`src/rtl/xnor_parity_accum.sv`:
```
// rtl/xnor_parity_accum.sv - multi-beat XOR/XNOR frame parity reducer with error counter
module xnor_parity_accum #(
    parameter int WIDTH = 8,
    parameter int CNT_W = 8
) (
    input  logic             clk,
    input  logic             rst_n,
    input  logic [WIDTH-1:0] din,
    input  logic             din_valid,
    input  logic             din_last,
    input  logic             mode,
    input  logic             exp_par,
    output logic             dout,
    output logic             dout_valid,
    output logic             par_err,
    output logic [CNT_W-1:0] err_cnt,
    output logic             busy
);

    typedef enum logic {IDLE = 1'b0, ACCUM = 1'b1} state_t;

    state_t             state_q, state_d;
    logic               acc_q, acc_d;
    logic               mode_r_q, mode_r_d;
    logic               dout_q, dout_d;
    logic               dout_valid_q, dout_valid_d;
    logic               par_err_q, par_err_d;
    logic [CNT_W-1:0]   err_cnt_q, err_cnt_d;

    logic beat_par;
    logic frame_par;
    logic mode_used;
    logic result;
    logic mismatch;

    assign beat_par = ^din;

    always_ff @(posedge clk) begin
        if (!rst_n) begin
            state_q      <= IDLE;
            acc_q        <= 1'b0;
            mode_r_q     <= 1'b0;
            dout_q       <= 1'b0;
            dout_valid_q <= 1'b0;
            par_err_q    <= 1'b0;
            err_cnt_q    <= '0;
        end else begin
            state_q      <= state_d;
            acc_q        <= acc_d;
            mode_r_q     <= mode_r_d;
            dout_q       <= dout_d;
            dout_valid_q <= dout_valid_d;
            par_err_q    <= par_err_d;
            err_cnt_q    <= err_cnt_d;
        end
    end

    always_comb begin
        state_d = state_q;
        if (din_valid) begin
            state_d = din_last ? IDLE : ACCUM;
        end
    end

    // A first beat uses the live mode; later beats use the mode latched on the first beat.
    always_comb begin
        frame_par = (state_q == ACCUM) ? (acc_q ^ beat_par) : beat_par;
        mode_used = (state_q == ACCUM) ? mode_r_q : mode;
        result    = frame_par ^ mode_used;
        mismatch  = result ^ exp_par;

        acc_d        = acc_q;
        mode_r_d     = mode_r_q;
        dout_d       = dout_q;
        dout_valid_d = 1'b0;
        par_err_d    = par_err_q;
        err_cnt_d    = err_cnt_q;

        if (din_valid) begin
            if (din_last) begin
                dout_d       = result;
                dout_valid_d = 1'b1;
                par_err_d    = mismatch;
                if (mismatch && (err_cnt_q != {CNT_W{1'b1}})) begin
                    err_cnt_d = err_cnt_q + CNT_W'(1);
                end
            end else begin
                acc_d = frame_par;
                if (state_q == IDLE) begin
                    mode_r_d = mode;
                end
            end
        end
    end

    always_comb begin
        busy       = (state_q == ACCUM);
        dout       = dout_q;
        dout_valid = dout_valid_q;
        par_err    = par_err_q;
        err_cnt    = err_cnt_q;
    end

endmodule

```
`config.mk`:
```
export PLATFORM = sky130hd
export DESIGN_NAME = xnor_parity_accum
export DESIGN_NICKNAME = d
export VERILOG_FILES = /design/src/rtl/xnor_parity_accum.sv
export SDC_FILE = /design/constraint.sdc
export NUM_CORES = 1
export LEC_CHECK = 0
export BUFFER_PORTS_ARGS = -buffer_cell sky130_fd_sc_hd__buf_2
export CAP_MARGIN = 20
export CORE_MARGIN = 2
export CORE_UTILIZATION = 50
export CTS_BUF_LIST = sky130_fd_sc_hd__clkbuf_4 sky130_fd_sc_hd__clkbuf_8 sky130_fd_sc_hd__clkbuf_16
export CTS_CLUSTER_SIZE = 24
export DETAILED_ROUTE_END_ITERATION = 7
export PLACE_DENSITY = 0.88
export SLEW_MARGIN = 20
export SYNTH_ARGS = -nofsm -noshare
export SYNTH_HDL_FRONTEND = slang
export SYNTH_SLANG_ARGS = --single-unit
export TNS_END_PERCENT = 10
```
`constraint.sdc`:
```
create_clock -name clk -period 3.7 [get_ports clk]
set_input_delay 0 -clock clk [delete_from_list [all_inputs] [get_ports clk]]
set_output_delay 0 -clock clk [all_outputs]
set_load 0.02 [all_outputs]
```
==> results of run 1 <==
==> per-stage QoR <==
step / cell area (µm²) / hold slack (ns) / setup slack [ns] / power, W / utilization
3_3_place_gp: 863.3 / 0.2845 / 1.702 / 0.0002720 / 0.6473
4_1_cts: 899.6 / 0.0005796 / 1.550 / 0.0003878 / 0.6745
6_report: 899.6 / -0.0001953 / 1.547 / 0.0003862 / 0.6745
3_5_place_dp: 863.3 / 0.2977 / 1.582 / 0.0002784 / 0.6473
2_1_floorplan: 728.2 / 0.1357 / 1.707 / 0.0002516 / -
5_1_grt: 899.6 / 0.02422 / 1.400 / 0.0004050 / 0.6745
==> power groups by stage <==
| stage | clock (W) | sequential, W | combinational [W] |
|---|---|---|---|
| after global routing | 0.000119 | 0.000167 | 0.000119 |
| after global placement | 0 | 0.000169 | 0.000103 |
| after CTS | 0.000112 | 0.000165 | 0.000110 |
| final | 0.000110 | 0.000165 | 0.000111 |
| after floorplan | 0 | 0.000175 | 0.0000762 |
| after detailed placement | 0 | 0.000169 | 0.000110 |
==> Yosys cell counts <==
cell       instances
mux2i_1            2
o2bb2ai_1          1
o311ai_0           1
nand2b_1           1
buf_2              1
dfxtp_1           14
a21oi_1            8
a211oi_1           1
nand3_1            4
inv_1              2
o21ai_0            5
or3_1              2
and3_1             2
xor2_1             2
or4_1              5
xnor2_1            6
nor2b_1            1
xnor3_2            2
nand2_1            4
and2_0             1
o31ai_1            6
and4_1             1
ha_1               1
nand4_1            1
clkinv_1           1
nor2_1             3
clkbuf_1           1
==> kinds of logic after synthesis <==
logic type / after synthesis / share of synthesized area
DFF: 14 / 0.3849
AOI/OAI and AO/OA: 22 / 0.1856
and+or+nand+nor: 25 / 0.1959
xor gates and xnor gates: 10 / 0.1615
muxes: 2 / 0.02749
adders and majority gates: 1 / 0.01718
buffers and inverters: 5 / 0.02748
==> worst max-delay path: stages (launching register included) <==
cell and delay [ns]:
dfxtp_1 0.39, mux2i_1 0.37, xnor2_1 0.19, xnor3_2 0.42
or4_1 0.54, a21oi_1 0.16
==> flip-flops by register name (all words and copies together), names as in the netlist <==
register	count
acc_q	1
busy	1
dout	1
dout_valid	1
err_cnt	8
mode_r_q	1
par_err	1
==> area by class of cell <==
class	instances	area (µm²)
fillers	110	434.2
multi-input cells	60	427.9
flip-flops and latches	14	280.3
repair buffers	25	125.1
clock buffers	4	36.28
well taps	15	18.77
inverters	3	11.26
==> metal layers <==
metal,GRT usage,wire [µm],vias to the layer above
li1,-,-,353
met1,0.2302,684,321
met2,0.3231,800,26
met3,0.02586,87,6
met4,0.1188,50,0
met5,0,0,-
==> path summary, 6_finish.rpt <==
kind	start	endpoint	slack, ns	cells after the start
max reg2reg	busy	err_cnt[7]	1.55	5
max	busy	err_cnt[7]	1.55	5
min	din_valid	busy	-0.0002	3
min reg2reg	dout	dout	0.46	2
==> impl_metrics.yaml, run 1 <==
cts:
  cts_buffers: 3
  postCtsResizedCells: 0
  ctsRootBufferMaster: "clkbuf_4"
  clkSinkCount: 14
  clock_path_buffers: 2
  cts_tree: "yes"
  cts.htree.levels: 1
  insertion_delay_ns: 0.28
  path_clk_slew_ns: 0.09
  post_cts_buffers: 0
  cts_hold_buf: 0
drt:
  routed_wl_um: 1623
  drtAntennaViolNets: 0
  dr.pass1.iters: 4
  vias_per_cell: 5.835
  drc: 0
  drt_iter0_markers: 6
  wl_per_cell_um: 13.41
  dr_total_vias: 706
sta:
  max_freq_ghz: 0.4644
  setup-violations-final: 0
  final_max_slew_viol_count: 0
  relSlewSlack: 0.4726
  hold_ws_ns: -0.0001953
  tightest_slew_ns: 0.7858
  finalHoldViolCount: 1
  finalCritPeriodShare: 0.5820
  final.min_clock_period_ns: 2.153
  setup_tns_ns: 0
  fin_skew_ns: 0.005765
  grt_setup_unrepaired: "no"
synth:
  yosysSeqAreaShare: 0.3849
  ys_seq_elements: 14
  synth.avg_cell_area_um2: 9.218
  syn_area_um2: 728.2
  ys_types: 27
  yosysTopAreaCell: "dfxtp_1"
  synth_area_leaders: "dfxtp_1 38%, xnor2_1 7.2%, xnor3_2 6.5%"
  yosys_warnings: 0
  synth_top_area_share: 0.3849
  synthesis.nets: 94
  syn_inst: 79
global_routing:
  antenna_found_initial: 0
  grt_max_degree: 18
  grt-ovfl-total: 0
  grt_usage: 0.1929
  grt_pass1_vias: 659
  grt_pass1_wl_um: 2684
final_layout:
  finalNonFillerCells: 121
  drive_gt1_frac: 0.2925
  fin_nets: 122
  final_common_cell: "buf_2"
  area_growth_pct: 23.54
  mostFrequentLayoutCells: "25 x buf_2, 14 x dfxtp_1, 8 x a21oi_1"
  antenna_cells: 0
power:
  p_leak_nw: 0.3810
  switching_share: 0.3154
  ir_worst_vdd_mv: 0.2288
  cellPowerDensity_nw_per_um2: 429.3
  p_int_w: 0.0002644
  switchingPower_w: 0.0001218
  seq_power_share: 0.428
  comb_power_share: 0.287
  p_clk_frac: 0.285
placement:
  port-buffer-count: 25
  dpl.cell_count: 117
  dp_hpwl_um: 1220
  place.gp.congestion: 0.7885
floorplan:
  placement_rows: 13
  ios: 26
  start_util: 0.5460
  die_x_um: 42.16
  core_um2: 1334
  die_h_um: 42.16
  die_area_um2: 1777
min_path:
  worstHoldPathType: "primary input to register"
outcome:
  violations: "hold timing"
  outcome: "finished with violations"
critical_path:
  cp-end-kind: "register"
  crit_type: "register to register"
  critPathMaxFanout: 17
  worstPathRequired_ns: 3.91
  cp.arrival_ns: 2.36
  startpoint_type: "register"
job:
  drv_cap: 0
No activity file was read; power rests on OpenSTA's default activity.
==> run 2: changes to the inputs <==
- CORE_UTILIZATION: 50 -> 47
- PLACE_DENSITY: 0.88 -> 0.84
- clock period: 3.7 -> 2.15 ns (I/O delays scaled with it)
==> run 2 against run 1 <==
  * The flow now finishes without violations
  * Cell count up 9.1%
  * Setup slack worse by 1.5 ns
  * Critical path type unchanged
  * Global-route usage decreased by 0.27 points
  * Non-clock buffer count rose by 9
  * Register-to-register slack got worse by 1.5 ns
  * Count of clock-buffer cells in the layout unchanged
  * Core utilization grew 1.3 points
  * Largest power group unchanged
  * Power is 92% higher
  * Sequential share of layout area decreased by 3.3 points
==> impl_metrics.yaml, run 2 (synthesis gave the netlist of run 1 again) <==
outcome:
  outcome: "complete, no violations"
floorplan:
  die_h_um: 43.36
  die_x_um: 43.36
  core_um2: 1471
  placement_rows: 14
  die_area_um2: 1880
  start_util: 0.4949
  ios: 26
final_layout:
  final_common_cell: "buf_2"
  multi_input_area_um2: 461.7
  area_growth_pct: 38.83
  finish.instance_area_um2: 1011
  largest_reg_flops: 8
  fillers: 123
  fin_util: 0.6871
  seqCellArea_um2: 281.5
  drive_gt1_frac: 0.3362
  fin_nets: 132
  antenna_cells: 0
  mostFrequentLayoutCells: "26 x buf_2, 13 x dfxtp_1, 8 x a21oi_1"
cts:
  ctsRootBufferMaster: "clkbuf_4"
  insertion_delay_ns: 0.30
  path_clk_slew_ns: 0.09
  cts_buffers: 3
  clock_path_buffers: 2
  cts.htree.levels: 1
  cts_tree: "yes"
  clkSinkCount: 14
sta:
  finalCritPeriodShare: 0.9589
  fin_skew_ns: 0.008319
  finalHoldViolCount: 0
  final.min_clock_period_ns: 2.062
  setup-violations-final: 0
  tightest_slew_ns: 0.3627
  setup_tns_ns: 0
  final_max_slew_viol_count: 0
  relSlewSlack: 0.7565
  max_freq_ghz: 0.4850
  grt_setup_unrepaired: "no"
  worst_slack_ns: 0.08830
drt:
  dr.pass1.iters: 4
  dr_wl_met2_um: 924
  top_layer: "met4"
  wl_per_cell_um: 13.82
  drtAntennaViolNets: 0
  routed_wl_um: 1824
  drc: 0
  wl_met1_um: 780
  route.met3.wl_um: 98
  dr_total_vias: 740
  drt_iter0_markers: 14
  vias_per_cell: 5.606
power:
  ir_worst_vdd_mv: 0.3960
  p_leak_nw: 0.4421
  p_total_w: 0.0007432
  cellPowerDensity_nw_per_um2: 735.1
min_path:
  worstHoldPathType: "primary input to register"
  min_path_cells: 5
critical_path:
  cp.arrival_ns: 2.28
  crit_type: "register to register"
  rr_worst_depth: 5
  cp-end-kind: "register"
  critPathMaxFanout: 5
  worstPathRequired_ns: 2.37
  startpoint_type: "register"
global_routing:
  grt_pass1_wl_um: 2622
  grt_pass1_vias: 622
  antenna_found_initial: 0
  grt_usage: 0.1901
  grt_max_degree: 18
  grt-ovfl-total: 0
placement:
  dp_worst_setup_slack_ns: 0.1201
  place.gp.congestion: 0.7789
  placed_area_um2: 879.6
  port-buffer-count: 25
job:
  drv_cap: 0
run 2: cell count changes in the layout (fill, tap and decap cells not counted), sizes merged:
| cell | delta |
|---|---|
| dlygate4sd3 | +4 |
| buf | +5 |
| xnor3 | +1 |
run 2: critical path, stage by stage (launching register included):
cell	delay, ns
dfxtp_2	0.37
mux2i_2	0.31
xnor2_2	0.18
xnor3_2	0.42
or4_1	0.54
a21oi_1	0.16
run 2: path summary, 6_finish.rpt:
check,startpoint,to,slack [ns]
worst max-delay path,busy,err_cnt[7],0.09
worst min-delay path,mode,mode_r_q,0.39
worst max register to register,busy,err_cnt[7],0.09
worst min register to register,dout,dout,0.46
run 2: cell type report:
class / instances / share of cell area
inverters: 3 / 0.01114
clock buffers: 4 / 0.03589
well taps: 16 / 0.01980
repair buffers: 34 / 0.1980
multi-input cells: 61 / 0.4567
flip-flops and latches: 14 / 0.2785
run 2: report_power, final:
group          internal [W]  switching (W)  total [W]
logic              0.000129       0.000130   0.000260
clock network      0.000103      0.0000940   0.000197
registers          0.000274      0.0000123   0.000286
total              0.000506       0.000237   0.000743
run 2: through the flow:
step	hold WS, ns	std cells
2_1_floorplan	0.1357	79
3_3_place_gp	0.2855	120
3_5_place_dp	0.2974	120
4_1_cts	0.2701	128
5_1_grt	0.4209	132
6_report	0.3922	132
run 2: routing by layer:
layer | GRT usage | vias to the layer above
li1 | - | 371
met1 | 0.2147 | 343
met2 | 0.3194 | 22
met3 | 0.07917 | 4
met4 | 0.07273 | 0
met5 | 0 | -
run 2: what timing repair did:
item / 4_1_cts / 5_1_grt
buffers inserted: 0 / 3
gates resized for setup: 0 / 3
endpoints found under the hold margin: 4 / 0
endpoints found under the setup margin: 0 / 3
hold buffers: 4 / 0
